### config.mk
export PLATFORM = sky130hd
export DESIGN_NAME = mem_arbiter
export DESIGN_NICKNAME = d
export VERILOG_FILES = /design/src/rtl/mem_arbiter.sv
export SDC_FILE = /design/constraint.sdc
export NUM_CORES = 1
export LEC_CHECK = 0
export ABC_AREA = 1
export CAP_MARGIN = 20
export CORE_MARGIN = 2
export CORE_UTILIZATION = 42
export CTS_CLUSTER_SIZE = 8
export DETAILED_ROUTE_END_ITERATION = 7
export PLACE_DENSITY = 0.81
export RECOVER_POWER = 25
export SKIP_CTS_REPAIR_TIMING = 1
export SLEW_MARGIN = 20
export SYNTH_ARGS = -nofsm -noshare
export SYNTH_HDL_FRONTEND = slang
export SYNTH_SLANG_ARGS = --single-unit
### constraint.sdc
create_clock -name clk -period 5.2 [get_ports clk]
set_input_delay 0.78 -clock clk [delete_from_list [all_inputs] [get_ports clk]]
set_output_delay 0.78 -clock clk [all_outputs]
set_load 0.05 [all_outputs]
### src/rtl/mem_arbiter.sv
// mem_arbiter: shares one single-port memory between the instruction-fetch
// stage and the data (MEM) stage. One access in flight at a time.
// Data requests win by default; a saturating starvation counter forces an
// instruction grant after STARVE_MAX back-to-back data grants while a fetch
// is waiting.
//
//   state | meaning
//   IDLE  | no access in flight; arbitrate and latch the winner's command
//   BUSY  | command held on m_*; waiting for m_ready
//   RESP  | owner's ack pulses for this one cycle; nothing is sampled
module mem_arbiter #(
  parameter int STARVE_MAX = 4
) (
  input  logic        clk,
  input  logic        rst,
  // instruction fetch port
  input  logic        i_req,
  input  logic [31:0] i_addr,
  output logic [31:0] i_rdata,
  output logic        i_ack,
  // data port
  input  logic        d_req,
  input  logic        d_we,
  input  logic [1:0]  d_mode,
  input  logic [31:0] d_addr,
  input  logic [31:0] d_wdata,
  output logic [31:0] d_rdata,
  output logic        d_ack,
  // shared memory port
  output logic        m_req,
  output logic        m_we,
  output logic [1:0]  m_mode,
  output logic [31:0] m_addr,
  output logic [31:0] m_wdata,
  input  logic [31:0] m_rdata,
  input  logic        m_ready
);

  // Counter wide enough to hold STARVE_MAX itself.
  localparam int CNT_W = (STARVE_MAX < 1) ? 1 : $clog2(STARVE_MAX + 1);
  localparam logic [CNT_W-1:0] STARVE_LIMIT = CNT_W'(STARVE_MAX);

  // Word access in the data-memory mode encoding; fetches are always words.
  localparam logic [1:0] MODE_WORD = 2'b00;

  typedef enum logic [1:0] {
    IDLE = 2'd0,
    BUSY = 2'd1,
    RESP = 2'd2
  } state_t;

  state_t state;
  state_t state_next;

  logic [CNT_W-1:0] starve_cnt;
  logic             starve_hit;
  logic             owner_data;   // 1: data port owns the access, 0: fetch
  logic             grant_i;
  logic             grant_d;
  logic             complete;

  assign starve_hit = (starve_cnt == STARVE_LIMIT);

  // Next-state logic and the one-cycle grant/complete strobes.
  always_comb begin
    state_next = state;
    grant_i    = 1'b0;
    grant_d    = 1'b0;
    complete   = 1'b0;
    case (state)
      IDLE: begin
        if (i_req && (!d_req || starve_hit)) begin
          grant_i    = 1'b1;
          state_next = BUSY;
        end else if (d_req) begin
          grant_d    = 1'b1;
          state_next = BUSY;
        end
      end
      BUSY: begin
        // m_ready is only meaningful here; elsewhere it is ignored.
        if (m_ready) begin
          complete   = 1'b1;
          state_next = RESP;
        end
      end
      RESP: begin
        state_next = IDLE;
      end
      default: begin
        state_next = IDLE;
      end
    endcase
  end

  // State register; reset drops any in-flight access on the floor.
  always_ff @(posedge clk or posedge rst) begin
    if (rst) begin
      state <= IDLE;
    end else begin
      state <= state_next;
    end
  end

  // Memory command register: loaded on grant, frozen through BUSY.
  always_ff @(posedge clk or posedge rst) begin
    if (rst) begin
      m_req   <= 1'b0;
      m_we    <= 1'b0;
      m_mode  <= 2'b00;
      m_addr  <= 32'h0;
      m_wdata <= 32'h0;
    end else if (grant_i) begin
      m_req   <= 1'b1;
      m_we    <= 1'b0;
      m_mode  <= MODE_WORD;
      m_addr  <= i_addr;
      m_wdata <= 32'h0;
    end else if (grant_d) begin
      m_req   <= 1'b1;
      m_we    <= d_we;
      m_mode  <= d_mode;
      m_addr  <= d_addr;
      m_wdata <= d_wdata;
    end else if (complete) begin
      m_req   <= 1'b0;
    end
  end

  // Owner flag remembers who the in-flight access belongs to.
  always_ff @(posedge clk or posedge rst) begin
    if (rst) begin
      owner_data <= 1'b0;
    end else if (grant_i) begin
      owner_data <= 1'b0;
    end else if (grant_d) begin
      owner_data <= 1'b1;
    end
  end

  // Starvation counter: counts data grants that passed over a waiting fetch.
  always_ff @(posedge clk or posedge rst) begin
    if (rst) begin
      starve_cnt <= '0;
    end else if (state == IDLE) begin
      if (grant_i || !i_req) begin
        starve_cnt <= '0;
      end else if (grant_d && (starve_cnt < STARVE_LIMIT)) begin
        starve_cnt <= starve_cnt + 1'b1;
      end
    end
  end

  // Read data capture into the owner's register; stores leave d_rdata alone.
  always_ff @(posedge clk or posedge rst) begin
    if (rst) begin
      i_rdata <= 32'h0;
      d_rdata <= 32'h0;
    end else if (complete) begin
      if (!owner_data) begin
        i_rdata <= m_rdata;
      end else if (!m_we) begin
        d_rdata <= m_rdata;
      end
    end
  end

  // Ack pulses are set on the BUSY->RESP edge, so they cover exactly RESP.
  always_ff @(posedge clk or posedge rst) begin
    if (rst) begin
      i_ack <= 1'b0;
      d_ack <= 1'b0;
    end else begin
      i_ack <= complete && !owner_data;
      d_ack <= complete && owner_data;
    end
  end

endmodule

# Yosys cells after proc, flatten, opt, wreduce, memory -nomap -nowiden
# Index checks and enable logic that the tools add are counted.
dict set report word_totals {
  in_bits 136
  wordCells 63
  regBits 140
}
dict set report classes {
  n_mux 26
  bitwise 2
  reduce_logical 17
  eq_ne 4
  n_addsub 1
  n_lt_le_gt_ge 1
}
# cell count
set ops {}
lappend ops {{$mux 32} 4}
lappend ops {{$mux 1} 14}
lappend ops {{$mux 2} 5}
lappend ops {{$mux 3} 2}
lappend ops {{$reduce_and 2->1} 3}
lappend ops {{$logic_and 1x1->1} 4}
lappend ops {{$pmux 2 s2} 1}
lappend ops {{$reduce_bool 2->1} 2}
lappend ops {{$add 3x1->3 const B} 1}
lappend ops {{$eq 3x3->1 const B} 1}
lappend ops {{$logic_not 1->1} 3}
lappend ops {{$lt 3x3->1 const B} 1}
lappend ops {{$ne 3x3->1 const B} 1}
lappend ops {{$reduce_and 3->1} 1}
lappend ops {{$reduce_bool 3->1} 1}
lappend ops {{$eq 2x1->1 const B} 1}
lappend ops {{$logic_not 2->1} 1}
lappend ops {{$logic_or 1x1->1} 2}
lappend ops {{$ne 2x2->1 const B} 1}
lappend ops {{$not 1->1} 2}

# Logic depth before layout (Yosys ltp)
dict set report depth {
  depth_word 8
  mapped_depth 12
  ltp_nobuf 9
}

# Worst setup path before layout
# Ideal clock, no wire load.
dict set report synth_timing {
  kind {in2reg}
  startpoint {input d_req}
  endpoint {register m_wdata[10]}
  setup_ns 0.119
  arrival_ns 1.555
  required_ns 5.081
  path_slack_ns 3.526
  path_buffers 3
  cell_stages 9
  cell_sequence {nand2_2 -> nand3_1 -> buf_2 -> nand2_2 -> inv_2 -> buf_6 -> buf_6 -> nand2_1 -> nand2_1}
}
dict set report synth_via {
  elab_chain_len 6
  word_cells_on_any_way 10
}
# item line
set synth_lines {}
lappend synth_lines {{start, declared} 22} ;# input logic d_req,
lappend synth_lines {{$logic_not 1->1} 72} ;# if (i_req && (!d_req || starve_hit)) begin
lappend synth_lines {{$logic_or 1x1->1} 72}
lappend synth_lines {{$logic_and 1x1->1} 72}
lappend synth_lines {{$mux 1} 72}
lappend synth_lines {{$mux 1} 70} ;# case (state)
lappend synth_lines {{$mux 32 / $reduce_bool 2->1 (equally long branches)} -}
lappend synth_lines {{end signal, assigned} 124} ;# m_wdata <= d_wdata;
lappend synth_lines {{end, declared} 34} ;# output logic [31:0] m_wdata,
# Parallel ways exist; a longest one is shown, timed or not.
# A chain may end at the register's enable or synchronous reset.

# Worst setup path after layout
dict set report layout_timing {
  startpoint {input d_req}
  endpoint {register m_wdata[17]}
}
# Same word-level chain as after synthesis.

==> metrics.yaml <==
sta:
  worst-slew-pin-transition_ns: 2.37
  hold_viol: 0
  tns_ns: 0
  whs_ns: 0.468
  fin_crit_sh: 0.569
  fin_skew_ns: 0.0108
  fin_ws_ns: 2.24
  timing.fmax_ghz: 0.338
  period_needed_ns: 2.96
  setup-violations-final: 0
  rsz0062_at_grt: "false"
  slew_viol_final: 114
  slew_headroom: -0.582
synthesis:
  syn_area_um2: 5850
  synthCells: 683
  synth.area.top_cells: "dfrtp_1, nand2_1, o21ai_0"
  ys.flop_type: "dfrtp_1"
  syn_nets: 821
  synth_warnings: 0
  synth_top_area_cell: "dfrtp_1"
  synthArstFlopShare: 1.00
  synth.distinct_cells: 21
  synth_edf_count: 0
  ys_ff_latch: 140
  avgSynthCellArea_um2: 8.56
  ys_seq_area_frac: 0.599
  synth_top_area_frac: 0.599
floorplanning:
  die_area_um2: 14900
  ios: 270
  fp.dieW_um: 122
  floorplan.initialDensity: 0.426
  core_um2: 13700
  die-height_um: 122
  rows: 43
power:
  power.internal_mw: 3.60
  peakVddDrop_v: 0.000401
  report.power.total_mw: 7.10
  clock_power_share: 0.173
  p_sw_mw: 3.50
  power.share.combinational: 0.551
  switching_share: 0.493
  power_leakage_nw: 4.41
  p_per_area_nw_per_um2: 769
  pwr-share-seq: 0.276
routing:
  drcViolationCount: 0
  drt_wl_total_mm: 16.4
  ant_nets: 0
  drt-initial-drc-count: 395
  first_pass_iters: 5
  wire_per_inst_um: 14.5
  viasPerCell: 4.83
  vias: 5461
min_path:
  min_path_type: "reg -> reg"
setup_path:
  cp_max_fo: 69
  cp-end-kind: "register"
  critical_path_required_ns: 5.49
  criticalPathCategory: "in -> reg"
  cpMaxStageDelayCell: "clkinv_2"
  cp_data_arrival_time_ns: 3.25
  crit_chain: "clkdlybuf4s50_1, nand2_1, nand2_2, clkinv_2, nand2_1, nand2_1"
  start_kind: "primary input"
  crit_path_max_incr_delay_ns: 0.74
  crit_path_frequent_cell: "nand2_1"
clock_tree:
  cts_tree: "yes"
  clkTransAtPathRegs_ns: 0.06
  ctsRootBufferMaster: "clkbuf_16"
  cts.sinks: 140
  cts_made_buffers: 17
  clock_latency_ns: 0.41
  htree_levels: 4
  cts_buffer_depth: 2
global_route:
  grt_max_degree: 114
  grt_pass1_wl_mm: 25.8
  grt_pass1_vias: 5272
  grt_antenna_before_repair: 0
  track_usage: 0.224
  grt_remaining_overflow: 0
finish:
  drive_gt1_frac: 0.0473
  final_net_count: 1076
  num_antenna_cells: 0
  stdcell_count: 1131
  fillers: 1114
  syn_to_final_growth_pct: 57.9
status:
  violations: "max-capacitance violations, max-slew violations"
  outcome: "finished, violations left"
place:
  hpwl_mm: 11.2
  portBuffers: 269
  pre_cts_ws_ns: 1.84
  routabilityCongestion: 0.806
  dp.cells: 1099
run:
  timing.max_cap.violations: 1
[Yosys cell counts, types with 2 or more instances]
master and instances:
nor2_1 7, nand3_1 39, buf_6 2, inv_2 2, ha_1 2, nand2_2 3
buf_2 12, clkbuf_2 3, buf_4 3, inv_1 72, o21ai_0 127, nand2_1 246
clkbuf_1 18, dfrtp_1 140
[sequential cells by signal, indices dropped and copies added (netlist names)]
name	cells
d_rdata	32
i_rdata	32
m_addr	32
m_wdata	32
starve_cnt	3
m_mode	2
state	2
d_ack	1
i_ack	1
m_req	1
m_we	1
owner_data	1
[worst max-delay path: cells and delay by family]
family	cells	cell delay, ns
buf+inv	2	1.25
simple gates	4	1.19
[power groups by stage]
stage                     clock [mW]  sequential, mW  combinational, mW
final                           1.23            1.96               3.91
after global routing            1.30            2.02               4.15
after CTS                       1.24            1.95               3.94
after detailed placement           0            1.96               3.93
after global placement             0            1.95               3.88
after floorplan                    0            3.70              0.777
[kinds of logic (layout without fill, tap and decap cells)]
kind of cell	Yosys count	count (layout)	share of synthesized area
simple gates	298	298	0.204
flops	140	140	0.599
fa+ha+maj	2	2	0.00428
compound gates	129	129	0.111
xor+xnor	1	1	0.00150
buf+inv	113	381	0.0802
[stage by stage]
stage | utilization | cell area, um2
6_report | 0.673 | 9230
5_1_grt | 0.673 | 9230
4_1_cts | 0.673 | 9230
3_5_place_dp | 0.629 | 8630
3_3_place_gp | 0.629 | 8630
2_1_floorplan | - | 5850
[final cells by class]
class	count	area, um2	area share
Clock buffer	20	437	0.0473
Clock inverter	12	164	0.0178
Inverter	75	287	0.0310
Multi-Input combinational cell	430	1880	0.204
Sequential cell	140	3500	0.380
Tap cell	180	225	0.0244
Timing Repair Buffer	274	2730	0.296
[layer usage]
metal,global-route usage,share of wire
met1,0.273,0.40
met3,0.0801,0.098
met5,0,0
met2,0.367,0.48
met4,0.0797,0.021
[placed cells by master, fill, tap and decap left out, drive strengths merged, types with 2 or more instances in the layout]
master | netlist | final
buf | 17 | 5
bufinv | 0 | 3
clkbuf | 21 | 20
clkdlybuf4s50 | 0 | 268
clkinv | 1 | 5
clkinvlp | 0 | 5
dfrtp | 140 | 140
ha | 2 | 2
inv | 74 | 74
nand2 | 249 | 249
nand3 | 39 | 39
nor2 | 7 | 7
o21ai | 128 | 128
[worst paths after layout]
path / start / endpoint / slack (ns) / depth (start not counted)
max: d_req / m_wdata[17]$_DFFE_PP0P_ / 2.24 / 6
min: m_wdata[29]$_DFFE_PP0P_ / m_wdata[29]$_DFFE_PP0P_ / 0.47 / 2
max reg2reg: state[0]$_DFFE_PP0P_ / m_wdata[17]$_DFFE_PP0P_ / 2.32 / 6
min reg2reg: m_wdata[29]$_DFFE_PP0P_ / m_wdata[29]$_DFFE_PP0P_ / 0.47 / 2
max in group asynchronous: rst / owner_data$_DFFE_PP0P_ / 2.26 / 2
min in group asynchronous: rst / d_rdata[26]$_DFFE_PP0P_ / 1.52 / 2
(Power assumes the default switching activity.)
